$ cat src/rtl/sim_monitor_pkg.sv
// sim_monitor_pkg: FSM state encodings and output record kinds shared by sim_monitor.
// Rev 1.0 - initial release.
`default_nettype none

package sim_monitor_pkg;

    typedef enum logic [2:0] {
        MON_RUN       = 3'd0,
        MON_DRAIN     = 3'd1,
        MON_DUMP_REQ  = 3'd2,
        MON_DUMP_WAIT = 3'd3,
        MON_DUMP_OUT  = 3'd4,
        MON_DONE      = 3'd5
    } mon_state_t;

    localparam logic MON_KIND_CHAR = 1'b0;
    localparam logic MON_KIND_WORD = 1'b1;

endpackage

`default_nettype wire

$ cat src/rtl/sim_monitor_fifo.sv
// sync_fifo: single-clock show-ahead FIFO with full/empty flags; push on full is accepted only with a pop.
// Rev 1.0 - initial release.
`default_nettype none

module sync_fifo #(
    parameter int WIDTH = 8,
    parameter int DEPTH = 16
) (
    input  logic             clk,
    input  logic             rst,
    input  logic             i_push,
    input  logic [WIDTH-1:0] i_wr_data,
    input  logic             i_pop,
    output logic [WIDTH-1:0] o_rd_data,
    output logic             o_full,
    output logic             o_empty
);

    localparam int AW = (DEPTH > 1) ? $clog2(DEPTH) : 1;

    logic [WIDTH-1:0] r_mem [DEPTH];
    logic [AW:0]      r_wr_ptr;
    logic [AW:0]      r_rd_ptr;
    logic             w_full;
    logic             w_empty;
    logic             w_push;
    logic             w_pop;

    // Pointers carry one extra wrap bit to tell full from empty.
    assign w_empty = (r_wr_ptr == r_rd_ptr);
    assign w_full  = (r_wr_ptr[AW] != r_rd_ptr[AW]) &&
                     (r_wr_ptr[AW-1:0] == r_rd_ptr[AW-1:0]);
    assign w_pop   = i_pop && !w_empty;
    assign w_push  = i_push && (!w_full || w_pop);

    always_ff @(posedge clk or posedge rst) begin
        if (rst) begin
            r_wr_ptr <= '0;
            r_rd_ptr <= '0;
        end else begin
            if (w_push) r_wr_ptr <= r_wr_ptr + 1'b1;
            if (w_pop)  r_rd_ptr <= r_rd_ptr + 1'b1;
        end
    end

    always_ff @(posedge clk) begin
        if (w_push) r_mem[r_wr_ptr[AW-1:0]] <= i_wr_data;
    end

    assign o_rd_data = r_mem[r_rd_ptr[AW-1:0]];
    assign o_full    = w_full;
    assign o_empty   = w_empty;

endmodule

`default_nettype wire

$ cat src/rtl/sim_monitor.sv
// sim_monitor: console capture FIFO, cycle watchdog and post-run data-memory dump over one valid/ready port.
// Optional watchdog: define SIM_MONITOR_TIMEOUT_EN.  Rev 1.0 - initial release.
`default_nettype none

module sim_monitor
    import sim_monitor_pkg::*;
#(
    parameter int XLEN           = 32,
    parameter int PRINT_DEPTH    = 16,
    parameter int DUMP_BASE      = 0,
    parameter int DUMP_COUNT     = 10,
    parameter int TIMEOUT_CYCLES = 100,
    parameter int CNT_W          = 32
) (
    input  logic             clk,
    input  logic             rst,
    input  logic             print_flag,
    input  logic [7:0]       print_char,
    input  logic             halt,
    output logic             dm_rd_en,
    output logic [XLEN-1:0]  dm_addr,
    input  logic [XLEN-1:0]  dm_rdata,
    output logic             out_valid,
    input  logic             out_ready,
    output logic             out_kind,
    output logic [XLEN-1:0]  out_data,
    output logic [7:0]       out_index,
    output logic             done,
    output logic             timed_out,
    output logic             dropped,
    output logic [CNT_W-1:0] cycle_count
);

    localparam logic [7:0] c_LAST_IDX = 8'((DUMP_COUNT > 0) ? DUMP_COUNT - 1 : 0);

    mon_state_t       r_state;
    logic [7:0]       r_idx;
    logic [XLEN-1:0]  r_hold;
    logic             r_armed;
    logic             r_prev_flag;
    logic             r_dropped;
    logic [CNT_W-1:0] r_cycle;

    logic             w_evt;
    logic             w_push;
    logic             w_pop;
    logic             w_char_valid;
    logic             w_fifo_full;
    logic             w_fifo_empty;
    logic [7:0]       w_head;
    logic             w_dump_out;
    logic [XLEN-1:0]  w_addr;

    assign w_evt        = r_armed && (print_flag != r_prev_flag) && (r_state == MON_RUN);
    assign w_char_valid = ((r_state == MON_RUN) || (r_state == MON_DRAIN)) && !w_fifo_empty;
    assign w_pop        = w_char_valid && out_ready;
    assign w_push       = w_evt && (!w_fifo_full || w_pop);
    assign w_dump_out   = (r_state == MON_DUMP_OUT);
    assign w_addr       = XLEN'(DUMP_BASE) + XLEN'({r_idx, 2'b00});

    sync_fifo #(
        .WIDTH (8),
        .DEPTH (PRINT_DEPTH)
    ) u_print_fifo (
        .clk       (clk),
        .rst       (rst),
        .i_push    (w_push),
        .i_wr_data (print_char),
        .i_pop     (w_pop),
        .o_rd_data (w_head),
        .o_full    (w_fifo_full),
        .o_empty   (w_fifo_empty)
    );

    // The first clock after reset only samples the flag level, so a stale level never prints.
    always_ff @(posedge clk or posedge rst) begin
        if (rst) begin
            r_armed     <= 1'b0;
            r_prev_flag <= 1'b0;
            r_dropped   <= 1'b0;
        end else begin
            r_armed     <= 1'b1;
            r_prev_flag <= print_flag;
            if (w_evt && w_fifo_full && !w_pop) r_dropped <= 1'b1;
        end
    end

    always_ff @(posedge clk or posedge rst) begin
        if (rst) begin
            r_cycle <= '0;
        end else if ((r_state != MON_DONE) && (r_cycle != {CNT_W{1'b1}})) begin
            r_cycle <= r_cycle + 1'b1;
        end
    end

`ifdef SIM_MONITOR_TIMEOUT_EN
    localparam logic [CNT_W-1:0] c_WD_LAST = CNT_W'(TIMEOUT_CYCLES - 1);
    logic r_timed_out;
    logic w_wd_hit;
    assign w_wd_hit  = (r_cycle == c_WD_LAST);
    assign timed_out = r_timed_out;
`else
    assign timed_out = 1'b0;
`endif

    always_ff @(posedge clk or posedge rst) begin
        if (rst) begin
            r_state     <= MON_RUN;
            r_idx       <= 8'd0;
            r_hold      <= '0;
`ifdef SIM_MONITOR_TIMEOUT_EN
            r_timed_out <= 1'b0;
`endif
        end else begin
            case (r_state)
                MON_RUN: begin
                    // halt takes priority over a watchdog hit in the same cycle
                    if (halt) begin
                        r_state <= MON_DRAIN;
`ifdef SIM_MONITOR_TIMEOUT_EN
                    end else if (w_wd_hit) begin
                        r_timed_out <= 1'b1;
                        r_state     <= MON_DRAIN;
`endif
                    end
                end
                MON_DRAIN: begin
                    if (w_fifo_empty) begin
                        r_state <= (DUMP_COUNT == 0) ? MON_DONE : MON_DUMP_REQ;
                    end
                end
                MON_DUMP_REQ: begin
                    r_state <= MON_DUMP_WAIT;
                end
                MON_DUMP_WAIT: begin
                    r_hold  <= dm_rdata;
                    r_state <= MON_DUMP_OUT;
                end
                MON_DUMP_OUT: begin
                    if (out_ready) begin
                        if (r_idx == c_LAST_IDX) begin
                            r_state <= MON_DONE;
                        end else begin
                            r_idx   <= r_idx + 8'd1;
                            r_state <= MON_DUMP_REQ;
                        end
                    end
                end
                MON_DONE: begin
                    r_state <= MON_DONE;
                end
                default: begin
                    r_state <= MON_RUN;
                end
            endcase
        end
    end

    assign dm_rd_en    = (r_state == MON_DUMP_REQ);
    assign dm_addr     = dm_rd_en ? w_addr : '0;
    assign out_valid   = w_char_valid || w_dump_out;
    assign out_kind    = w_dump_out ? MON_KIND_WORD : MON_KIND_CHAR;
    assign out_data    = w_dump_out   ? r_hold :
                         w_char_valid ? {{(XLEN-8){1'b0}}, w_head} : '0;
    assign out_index   = w_dump_out ? r_idx : 8'd0;
    assign done        = (r_state == MON_DONE);
    assign dropped     = r_dropped;
    assign cycle_count = r_cycle;

endmodule

`default_nettype wire

$ cat config.mk
export PLATFORM = sky130hd
export DESIGN_NAME = sim_monitor
export DESIGN_NICKNAME = d
export VERILOG_FILES = /design/src/rtl/sim_monitor_pkg.sv /design/src/rtl/sim_monitor_fifo.sv /design/src/rtl/sim_monitor.sv
export SDC_FILE = /design/constraint.sdc
export NUM_CORES = 1
export LEC_CHECK = 0
export CAP_MARGIN = 40
export CORE_MARGIN = 1.5
export CORE_UTILIZATION = 40
export CTS_BUF_LIST = sky130_fd_sc_hd__clkbuf_8
export DETAILED_ROUTE_END_ITERATION = 7
export SYNTH_ARGS = -nofsm -noshare
export SYNTH_HDL_FRONTEND = slang
export SYNTH_HIERARCHICAL = 1
export SYNTH_SLANG_ARGS = --single-unit
$ cat constraint.sdc
create_clock -name clk -period 8.81 [get_ports clk]
set_clock_uncertainty 0.15 [all_clocks]
set_input_delay 1.762 -clock clk [delete_from_list [all_inputs] [get_ports clk]]
set_output_delay 1.762 -clock clk [all_outputs]
set_load 0.02 [all_outputs]
==> reports/metrics.csv, run 1 <==
stage,metric,value,unit
outcome,outcome,"complete, no violations",
sta,Fin. Hold Viols,0,
detailed_routing,via count,5736,
sta,Hold WS,0.3246,ns
die,Rows,56,
clock_tree,hold buffer count at cts,0,
pwr,Cell Pwr Density,163.7,mW/mm^2
sta,final worst-path cycle share,0.5978,
pwr,leakage power,4.475,nW
worst_setup_path,critical path data arrival time,3.35,ns
final_layout,FF+latch area,0.006047,mm^2
worst_setup_path,number of cells on the worst reg-to-reg path,10,
worst_setup_path,worst r2r dst,u_print_fifo/r_mem[11][0]$_DFFE_PP_,
placement,number of I/O port buffers,129,
die,Die Area,0.02507,mm^2
worst_setup_path,crit path buf inv count,2,
final_layout,"most common cell after layout, fill and taps aside",clkdlybuf4s50_1,
worst_setup_path,"delay-heaviest family, CP",buffers and inverters,
clock_tree,CTS H-tree lvls,2,
hold_path,Worst Hold Depth,1,
clock_tree,Sink Count,216,
clock_tree,Worst-path clk slew,0.06,ns
detailed_routing,Initial DRC Count,370,
grt,largest net degree at the start of global routing,59,
detailed_routing,routed wire length,20800,um
clock_tree,CTS tree,done,
detailed_routing,1st-pass router iterations,4,
synthesis,synthesized instance count,639,
worst_setup_path,Worst R2R Start,u_print_fifo/r_rd_ptr[0]$_DFFE_PP0P_,
placement,Detailed Place HPWL,13890,um
die,DIE HEIGHT,158.3,um
synthesis,Netlist cell types,60,
clock_tree,Post-CTS Setup Inserts,0,
sta,max-slew violation count,0,
sta,RSZ-0062 raised after global routing,false,
worst_setup_path,slowest CP cell,buf_4,
synthesis,Mapped Avg Cell Area,15.10,um^2
die,initial core utilization,0.4099,
worst_setup_path,worst stage delay on the critical path,0.58,ns
final_layout,"commonest non-fill, non-tap cells in the layout","129 x clkdlybuf4s50_1, 128 x edfxtp_1, 87 x dfrtp_1",
grt,number of global-route vias before repair,5813,
clock_tree,Longest Clk Path Bufs,3,
sta,TNS Setup,0,ns
final_layout,diodes inserted,0,
clock_tree,post-cts sizing count,0,
synthesis,number of synthesized flops with an enable pin,128,
die,area of the core,0.02354,mm^2
sta,max frequency,0.1899,GHz
worst_setup_path,Setup Crit Path Kind,flip-flop to output port,
final_layout,post-route insts no fill,1134,
sta,final setup margin,3.543,ns
hold_path,WHS Endpoint,dropped$_DFFE_PP0P_,
synthesis,post-synthesis sequential area ratio,0.6265,
final_layout,filler instances,2047,
die,die width,158.3,um
detailed_routing,# DRC,0,
clock_tree,Clock Latency Late Sink,0.52,ns
worst_setup_path,Critical Path Source Type,flip-flop,
sta,Worst Tran Pin Value,0.8904,ns
synthesis,asr flop ratio synth,0.4074,
final_layout,Multi-input gate area,0.003313,mm^2
worst_setup_path,r2r setup slk,5.21,ns
grt,first-pass GRT wire length,32040,um
detailed_routing,Avg Vias per Cell,5.058,
worst_setup_path,crit-path cells,buf_4 > mux4_2 > a22oi_1 > nand2_1 > a22o_1 > clkdlybuf4s50_1,
clock_tree,CTS Root Cell,clkbuf_8,
sta,Tmin final,5.267,ns
sta,max_slew headroom,0.4051,
synthesis,ys flop type,edfxtp_1,
worst_setup_path,Crit Path Max Fanout,36,
sta,"Setup violations, final",0,
clock_tree,total CTS buffers,37,
flow_run,Max Cap Viol,0,
die,io pins,155,
hold_path,HP Class,flip-flop to flip-flop,
synthesis,Mapped Area,0.009651,mm^2
hold_path,min-delay src,dropped$_DFFE_PP0P_,
grt,GRT overflow,0,
placement,post-place setup slack,4.038,ns
detailed_routing,post-route ant nets,0,
synthesis,synth warn,6,
worst_setup_path,CP Capture Type,output port,
final_layout,Layout Nets,842,
grt,global-route usage over all layers,0.1675,
placement,RePlAce Congestion,0.7680,
final_layout,Final Util,0.5024,
grt,initial antenna violation count,0,
final_layout,layout cells sized above 1,0.1755,
pwr,Peak VDD IR,0.1145,mV
worst_setup_path,Worst EP required,6.90,ns
synthesis,Synth Register Bits,216,
detailed_routing,wire length per cell,18.34,um
placement,placed cells,1069,
final_layout,Syn-to-layout area delta,22.57,%
[sequential cells by signal (all words and copies together) (netlist names)]
| register | cells |
|---|---|
| r_hold | 32 |
| dropped | 1 |
| r_armed | 1 |
| r_state | 3 |
| u_print_fifo/r_rd_ptr | 5 |
| u_print_fifo/r_wr_ptr | 5 |
| r_prev_flag | 1 |
| r_idx | 8 |
| u_print_fifo/r_mem | 128 |
| cycle_count | 32 |
[Yosys cell counts (all sizes together) (14+ instances only)]
cell	n	share of area
dfrtp	88	0.23
a22oi	16	0.012
clkbuf	14	0.0054
and2	45	0.029
mux2	34	0.040
and3	18	0.012
edfxtp	128	0.40
buf	37	0.031
nand3	18	0.0093
nor3	18	0.0099
xor2	20	0.018
mux4	32	0.075
xnor2	30	0.036
nand2	35	0.014
[where the power goes]
| group | switching (W) | internal, W | leakage (nW) |
|---|---|---|---|
| clock network | 0.000387 | 0.000408 | 0.383 |
| logic | 0.0000310 | 0.0000243 | 1.81 |
| registers | 0.00000320 | 0.00108 | 2.28 |
[metrics by stage]
step | area [um^2] | total power (W)
final | 11830 | 0.001936
after global routing | 11830 | 0.002018
after CTS | 11830 | 0.001970
after detailed placement | 11180 | 0.001162
after global placement | 11140 | 0.001158
after floorplan | 9741 | 0.001135
[how the worst max path moves through the flow]
stage	start	end	slack, ns	depth (start not counted)
floorplan	rst	cycle_count[0]$_DFFE_PP0P_	4.90	1
global placement	u_print_fifo/r_rd_ptr[0]$_DFFE_PP0P_	out_data[1]	3.88	8
detailed placement	u_print_fifo/r_rd_ptr[0]$_DFFE_PP0P_	out_data[1]	4.04	6
CTS	u_print_fifo/r_rd_ptr[0]$_DFFE_PP0P_	out_data[1]	3.47	6
global route	u_print_fifo/r_rd_ptr[0]$_DFFE_PP0P_	out_data[1]	3.38	6
finish	u_print_fifo/r_rd_ptr[0]$_DFFE_PP0P_	out_data[1]	3.54	6
[cell families (layout without fill, tap and decap cells)]
group / after synthesis / in the layout / share of synthesized area
other cells: 2 / 26 / 0.0007782
xor+xnor: 50 / 50 / 0.05394
simple gates: 191 / 191 / 0.1147
buf+inv: 63 / 215 / 0.04071
fa+ha+maj: 8 / 8 / 0.01037
flops: 216 / 216 / 0.6265
mux: 67 / 67 / 0.1158
compound gates: 42 / 42 / 0.03721
[layer usage]
layer	vias to the layer above	wire length, um	part of all wire	GRT usage
met5	-	0	0	0
met4	0	393	0.019	0.05251
li1	2629	-	-	-
met3	32	1444	0.069	0.03729
met1	2869	9303	0.45	0.2279
met2	206	9657	0.46	0.2680
[layout make-up]
type / instances / area share
clock buffers: 39 / 0.04538
clock inverters: 26 / 0.009097
inverters: 12 / 0.003914
multi-input cells: 384 / 0.2801
flip-flops and latches: 216 / 0.5112
well taps: 319 / 0.03374
repair buffers: 138 / 0.1166
No activity file was read; power rests on OpenSTA's default activity.
==> run 2, diff against run 1 <==
==> constraint.sdc (replaced) <==
create_clock -name clk -period 4.8 [get_ports clk]
set_clock_uncertainty 0.15 [all_clocks]
set_input_delay 0.96 -clock clk [delete_from_list [all_inputs] [get_ports clk]]
set_output_delay 0.96 -clock clk [all_outputs]
set_load 0.02 [all_outputs]
==> reports/metrics.csv, run 2 (synthesis results as in run 1) <==
stage,metric,value,unit,change
worst_setup_path,worst r2r dst,u_print_fifo/r_mem[14][5]$_DFFE_PP_,,
worst_setup_path,worst stage delay on the critical path,0.54,ns,-0.04 ns
sta,Hold WS,0.3246,ns,-0.00007200 ns
sta,TNS Setup,0,ns,unchanged
detailed_routing,# DRC,0,,unchanged
placement,RePlAce Congestion,0.7698,,+0.23%
worst_setup_path,r2r setup slk,1.54,ns,-3.67 ns
pwr,leakage power,4.494,nW,+0.44%
placement,number of I/O port buffers,129,,unchanged
sta,max_slew headroom,0.4480,,+0.04287
worst_setup_path,CP Capture Type,output port,,
sta,Worst Tran Pin Value,0.8281,ns,-0.06238 ns
detailed_routing,1st-pass router iterations,5,,+1
die,die width,158.3,um,unchanged
die,area of the core,0.02354,mm^2,unchanged
detailed_routing,Avg Vias per Cell,5.122,,+1.3%
die,initial core utilization,0.4099,,unchanged
sta,RSZ-0062 raised after global routing,false,,
grt,largest net degree at the start of global routing,48,,-19%
hold_path,HP Class,flip-flop to flip-flop,,
worst_setup_path,slowest CP cell,clkdlybuf4s50_1,,
grt,met2 GRT Util,0.2803,,+0.01227
final_layout,"most common cell after layout, fill and taps aside",clkdlybuf4s50_1,,
clock_tree,total CTS buffers,38,,+2.7%
clock_tree,Post-CTS Setup Inserts,0,,unchanged
final_layout,diodes inserted,0,,unchanged
sta,max frequency,0.2400,GHz,
hold_path,Worst Hold Depth,1,,unchanged
worst_setup_path,"delay-heaviest family, CP",buffers and inverters,,
placement,Area after DPL,0.01120,mm^2,+0.18%
hold_path,WHS Endpoint,dropped$_DFFE_PP0P_,,
sta,max-slew violation count,0,,unchanged
final_layout,"commonest non-fill, non-tap cells in the layout","129 x clkdlybuf4s50_1, 128 x edfxtp_1, 87 x dfrtp_1",,
pwr,Peak VDD IR,0.1988,mV,+74%
grt,first-pass GRT wire length,33440,um,+4.4%
worst_setup_path,number of cells on the worst reg-to-reg path,9,,-1
worst_setup_path,Worst EP required,3.69,ns,-3.21 ns
die,Die Area,0.02507,mm^2,unchanged
sta,Fin. Hold Viols,0,,unchanged
grt,met3 usage,0.03430,,-0.002994
sta,"Setup violations, final",0,,unchanged
detailed_routing,wire length per cell,19.35,um,+5.5%
final_layout,max FFs per register,128,,unchanged
worst_setup_path,Setup Crit Path Kind,flip-flop to output port,,
placement,Detailed Place HPWL,14770,um,+6.4%
grt,number of global-route vias before repair,5834,,+0.36%
die,DIE HEIGHT,158.3,um,unchanged
pwr,Cell Pwr Density,303.2,mW/mm^2,+85%
detailed_routing,Initial DRC Count,425,,+15%
worst_setup_path,crit path buf inv count,2,,unchanged
clock_tree,Sink Count,216,,unchanged
grt,initial antenna violation count,0,,unchanged
worst_setup_path,Worst R2R Start,u_print_fifo/r_wr_ptr[2]$_DFFE_PP0P_,,
pwr,Power Total,0.003599,W,+86%
clock_tree,CTS Root Cell,clkbuf_8,,
clock_tree,Worst-path clk slew,0.06,ns,about the same
clock_tree,CTS tree,done,,
detailed_routing,post-route ant nets,0,,unchanged
die,Rows,56,,unchanged
placement,post-place setup slack,1.149,ns,-2.889 ns
sta,final setup margin,0.6329,ns,-2.910 ns
final_layout,Layout Nets,845,,+0.36%
final_layout,layout cells sized above 1,0.1777,,+0.002236
clock_tree,hold buffer count at cts,0,,unchanged
detailed_routing,via count,5813,,+1.3%
hold_path,min-delay src,dropped$_DFFE_PP0P_,,
sta,Tmin final,4.167,ns,
final_layout,Syn-to-layout area delta,22.99,%,
worst_setup_path,Crit Path Max Fanout,35,,-2.8%
sta,final worst-path cycle share,0.8681,,
grt,"Most Used Layer, Global Route",met2,,
grt,global-route usage over all layers,0.1781,,+0.01061
worst_setup_path,crit-path cells,buf_4 > mux4_2 > a22oi_1 > nand2_1 > a22o_1 > clkdlybuf4s50_1,,
die,io pins,155,,unchanged
worst_setup_path,critical path data arrival time,3.06,ns,-0.29 ns
worst_setup_path,Critical Path Source Type,flip-flop,,
clock_tree,Longest Clk Path Bufs,3,,unchanged
clock_tree,CTS H-tree lvls,2,,unchanged
clock_tree,post-cts sizing count,0,,unchanged
detailed_routing,routed wire length,21960,um,+5.6%
final_layout,fin area,0.01187,mm^2,+0.34%
grt,GR Util met1,0.2474,,+0.01943
flow_run,Max Cap Viol,0,,unchanged
clock_tree,Clock Latency Late Sink,0.52,ns,about the same
outcome,outcome,"complete, no violations",,
grt,GRT overflow,0,,unchanged
-- run 2: power by group --
part | switching [W] | internal, W
registers | 0.00000601 | 0.00199
logic | 0.0000564 | 0.0000446
clock network | 0.000703 | 0.000801
-- run 2: layer usage --
layer	part of all wire	vias to the layer above
met5	0	-
met4	0.023	0
met3	0.070	44
met2	0.46	236
met1	0.44	2889
li1	-	2644
-- run 2: through the flow --
stage                     utilization  cells
final                          0.5041   1135
after global routing           0.5041   1135
after CTS                      0.5041   1135
after detailed placement       0.4759   1071
after global placement         0.4745   1069
after floorplan                     -    663
-- run 2: how the worst max path moves through the flow --
| stage | startpoint | endpoint | slack [ns] | cells past startpoint |
|---|---|---|---|---|
| after floorplan | u_print_fifo/r_rd_ptr[1]$_DFFE_PP0P_ | u_print_fifo/r_mem[3][0]$_DFFE_PP_ | 1.44 | 10 |
| after global placement | u_print_fifo/r_rd_ptr[1]$_DFFE_PP0P_ | out_data[7] | 1.16 | 6 |
| after detailed placement | u_print_fifo/r_rd_ptr[1]$_DFFE_PP0P_ | out_data[7] | 1.15 | 6 |
| after CTS | u_print_fifo/r_rd_ptr[1]$_DFFE_PP0P_ | out_data[7] | 0.59 | 6 |
| after global routing | u_print_fifo/r_rd_ptr[1]$_DFFE_PP0P_ | out_data[7] | 0.51 | 6 |
| final | u_print_fifo/r_rd_ptr[1]$_DFFE_PP0P_ | out_data[7] | 0.63 | 6 |
-- run 2: layout make-up --
cell class / instances / area [um^2]
Fill cell: 2029 / 11670
Timing Repair Buffer: 140 / 1404
Multi-Input combinational cell: 384 / 3308
Clock inverter: 25 / 127.6
Clock buffer: 39 / 536.8
Sequential cell: 216 / 6047
Inverter: 12 / 46.29
Tap cell: 319 / 399.1
-- run 2: worst register-to-register path: cells and delay by family (launching register included) --
family / cells / cell delay [ns]
and+or+nand+nor: 5 / 1.31
AOI/OAI and AO/OA: 2 / 0.63
DFF: 1 / 0.51
xor gates and xnor gates: 1 / 0.21
buffers and inverters: 1 / 0.07
==> run 3, diff against run 2 <==
--- a/config.mk
+++ b/config.mk
@@ -10,6 +10,7 @@
 export CORE_UTILIZATION = 40
 export CTS_BUF_LIST = sky130_fd_sc_hd__clkbuf_8
 export DETAILED_ROUTE_END_ITERATION = 7
+export PLACE_DENSITY = 0.62
 export SYNTH_ARGS = -nofsm -noshare
 export SYNTH_HDL_FRONTEND = slang
 export SYNTH_HIERARCHICAL = 1
==> reports/metrics.csv, run 3 (synthesis results as in run 1) <==
stage,metric,value,unit,change
sta,max frequency,0.2295,GHz,-4.4%
placement,RePlAce Congestion,0.7731,,+0.43%
grt,number of global-route vias before repair,5728,,-1.8%
worst_setup_path,r2r setup slk,1.28,ns,-0.26 ns
detailed_routing,post-route ant nets,0,,unchanged
detailed_routing,# DRC,0,,unchanged
clock_tree,hold buffer count at cts,0,,unchanged
die,io pins,155,,unchanged
sta,TNS Setup,0,ns,unchanged
worst_setup_path,worst stage delay on the critical path,0.71,ns,+0.17 ns
outcome,outcome,"complete, no violations",,
pwr,switching share of power,0.2160,,+0.003381
die,initial core utilization,0.4099,,unchanged
pwr,Gate power share,0.029,,about the same
clock_tree,Longest Clk Path Bufs,3,,unchanged
pwr,Sequential Power Share,0.572,,+0.018
clock_tree,total CTS buffers,36,,-5.3%
clock_tree,CTS tree,done,,
placement,Area after DPL,0.01118,mm^2,-0.18%
grt,largest net degree at the start of global routing,46,,-4.2%
pwr,Cell Pwr Density,295.6,mW/mm^2,-2.5%
sta,Worst Tran Pin Value,0.9060,ns,+0.07791 ns
final_layout,Final Util,0.5006,,-0.003507
clock_tree,Worst-path clk slew,0.06,ns,about the same
pwr,Peak VDD IR,0.1457,mV,-27%
sta,max_slew headroom,0.3947,,-0.05325
clock_tree,Sink Count,216,,unchanged
worst_setup_path,"delay-heaviest family, CP",buffers and inverters,,
die,Die Area,0.02507,mm^2,unchanged
placement,number of I/O port buffers,129,,unchanged
detailed_routing,1st-pass router iterations,4,,-1
final_layout,Layout Nets,840,,-0.59%
final_layout,filler instances,2022,,-0.34%
final_layout,diodes inserted,0,,unchanged
grt,GRT overflow,0,,unchanged
final_layout,layout cells sized above 1,0.1770,,-0.0007159
grt,first-pass GRT wire length,31230,um,-6.6%
grt,initial antenna violation count,0,,unchanged
flow_run,Max Cap Viol,0,,unchanged
worst_setup_path,critical path data arrival time,3.25,ns,+0.19 ns
pwr,sw power,0.0007527,W,-1.6%
pwr,Clk pwr share,0.399,,-0.019
clock_tree,Post-CTS Setup Inserts,0,,unchanged
pwr,Pint,0.002731,W,-3.6%
worst_setup_path,crit-path cells,buf_12 > mux4_2 > a22oi_1 > nand2_1 > a22o_1 > clkdlybuf4s50_1,,
sta,Fin. Hold Viols,0,,unchanged
detailed_routing,wire length per cell,17.73,um,-8.4%
worst_setup_path,Setup Crit Path Kind,flip-flop to output port,,
final_layout,"commonest non-fill, non-tap cells in the layout","129 x clkdlybuf4s50_1, 128 x edfxtp_1, 87 x dfrtp_1",,
worst_setup_path,slowest CP cell,dfrtp_2,,
final_layout,"most common cell after layout, fill and taps aside",clkdlybuf4s50_1,,
placement,placed cells,1068,,-0.28%
die,DIE HEIGHT,158.3,um,unchanged
clock_tree,CTS Root Cell,clkbuf_8,,
worst_setup_path,Worst EP required,3.69,ns,about the same
die,Rows,56,,unchanged
clock_tree,CTS H-tree lvls,2,,unchanged
sta,final worst-path cycle share,0.9077,,+0.03957
die,die width,158.3,um,unchanged
final_layout,Syn-to-layout area delta,22.13,%,
final_layout,fin area,0.01179,mm^2,-0.70%
grt,global-route usage over all layers,0.1625,,-0.01556
sta,Hold WS,0.3413,ns,+0.01675 ns
worst_setup_path,crit path buf inv count,2,,unchanged
clock_tree,post-cts sizing count,0,,unchanged
hold_path,HP Class,flip-flop to flip-flop,,
detailed_routing,Avg Vias per Cell,4.966,,-3.0%
clock_tree,Clock Latency Late Sink,0.52,ns,about the same
worst_setup_path,CP Capture Type,output port,,
final_layout,post-route insts no fill,1127,,-0.70%
sta,RSZ-0062 raised after global routing,false,,
sta,"Setup violations, final",0,,unchanged
detailed_routing,via count,5597,,-3.7%
sta,Tmin final,4.357,ns,+0.1899 ns
worst_setup_path,Critical Path Source Type,flip-flop,,
die,area of the core,0.02354,mm^2,unchanged
detailed_routing,Initial DRC Count,340,,-20%
pwr,leakage power,4.430,nW,-1.4%
placement,Detailed Place HPWL,14140,um,-4.3%
sta,max-slew violation count,0,,unchanged
detailed_routing,routed wire length,19980,um,-9.0%
final_layout,max FFs per register,128,,unchanged
worst_setup_path,Crit Path Max Fanout,22,,-37%
-- run 3: cell types whose count changed in the layout (fill, tap and decap cells not counted), sizes merged --
cell      before  now
buf           11    8
clkinv        10   12
clkbuf        39   36
inv           25   21
clkinvlp       1    2
bufinv         1    0
-- run 3: worst register-to-register path, stage by stage, from the launching register on --
cell and delay (ns):
dfrtp_2 0.71, xnor2_4 0.14, nand4_4 0.12, or2b_4 0.16
inv_1 0.07, nor3_1 0.29, nand2_1 0.16, a21oi_1 0.36
o311ai_4 0.24, nor2b_1 0.75
-- run 3: power groups by stage --
stage | Clock (W) | Sequential, W | Combinational, W
final | 0.00139 | 0.00199 | 0.000102
after global routing | 0.00152 | 0.00199 | 0.000113
after CTS | 0.00144 | 0.00199 | 0.000104
after detailed placement | 0 | 0.00203 | 0.000103
after global placement | 0 | 0.00203 | 0.0000964
after floorplan | 0 | 0.00203 | 0.0000564
-- run 3: final timing paths --
path / from / cells after the start / end
min in group asynchronous: rst / 2 / r_prev_flag$_DFF_PP0_
min reg2reg: cycle_count[9]$_DFFE_PP0P_ / 1 / cycle_count[9]$_DFFE_PP0P_
max in group asynchronous: rst / 4 / r_hold[24]$_DFFE_PP0N_
max reg2reg: u_print_fifo/r_rd_ptr[0]$_DFFE_PP0P_ / 9 / u_print_fifo/r_mem[11][3]$_DFFE_PP_
min: cycle_count[9]$_DFFE_PP0P_ / 1 / cycle_count[9]$_DFFE_PP0P_
max: u_print_fifo/r_rd_ptr[0]$_DFFE_PP0P_ / 6 / out_data[5]
-- run 3: final cells by class --
cell class | count | area, um^2 | share of cell area
Inverter | 12 | 46.29 | 0.003928
Sequential cell | 216 | 6047 | 0.5131
Timing Repair Buffer | 137 | 1384 | 0.1174
Multi-Input combinational cell | 384 | 3308 | 0.2807
Clock buffer | 36 | 495.5 | 0.04204
Tap cell | 319 | 399.1 | 0.03386
Clock inverter | 23 | 106.4 | 0.009023
-- run 3: through the flow --
step,setup WS [ns],total power [W]
2_1_floorplan,1.442,0.002084
3_5_place_dp,0.9431,0.002133
4_1_cts,0.3762,0.003540
3_3_place_gp,0.9580,0.002125
5_1_grt,0.2182,0.003625
6_report,0.4430,0.003484
-- run 3: per-layer routing --
layer	share of wire	track usage	vias to the layer above
met4	0.019	0.04806	0
met1	0.44	0.2140	2761
li1	-	-	2624
met5	0	0	-
met3	0.070	0.03865	31
met2	0.47	0.2680	181
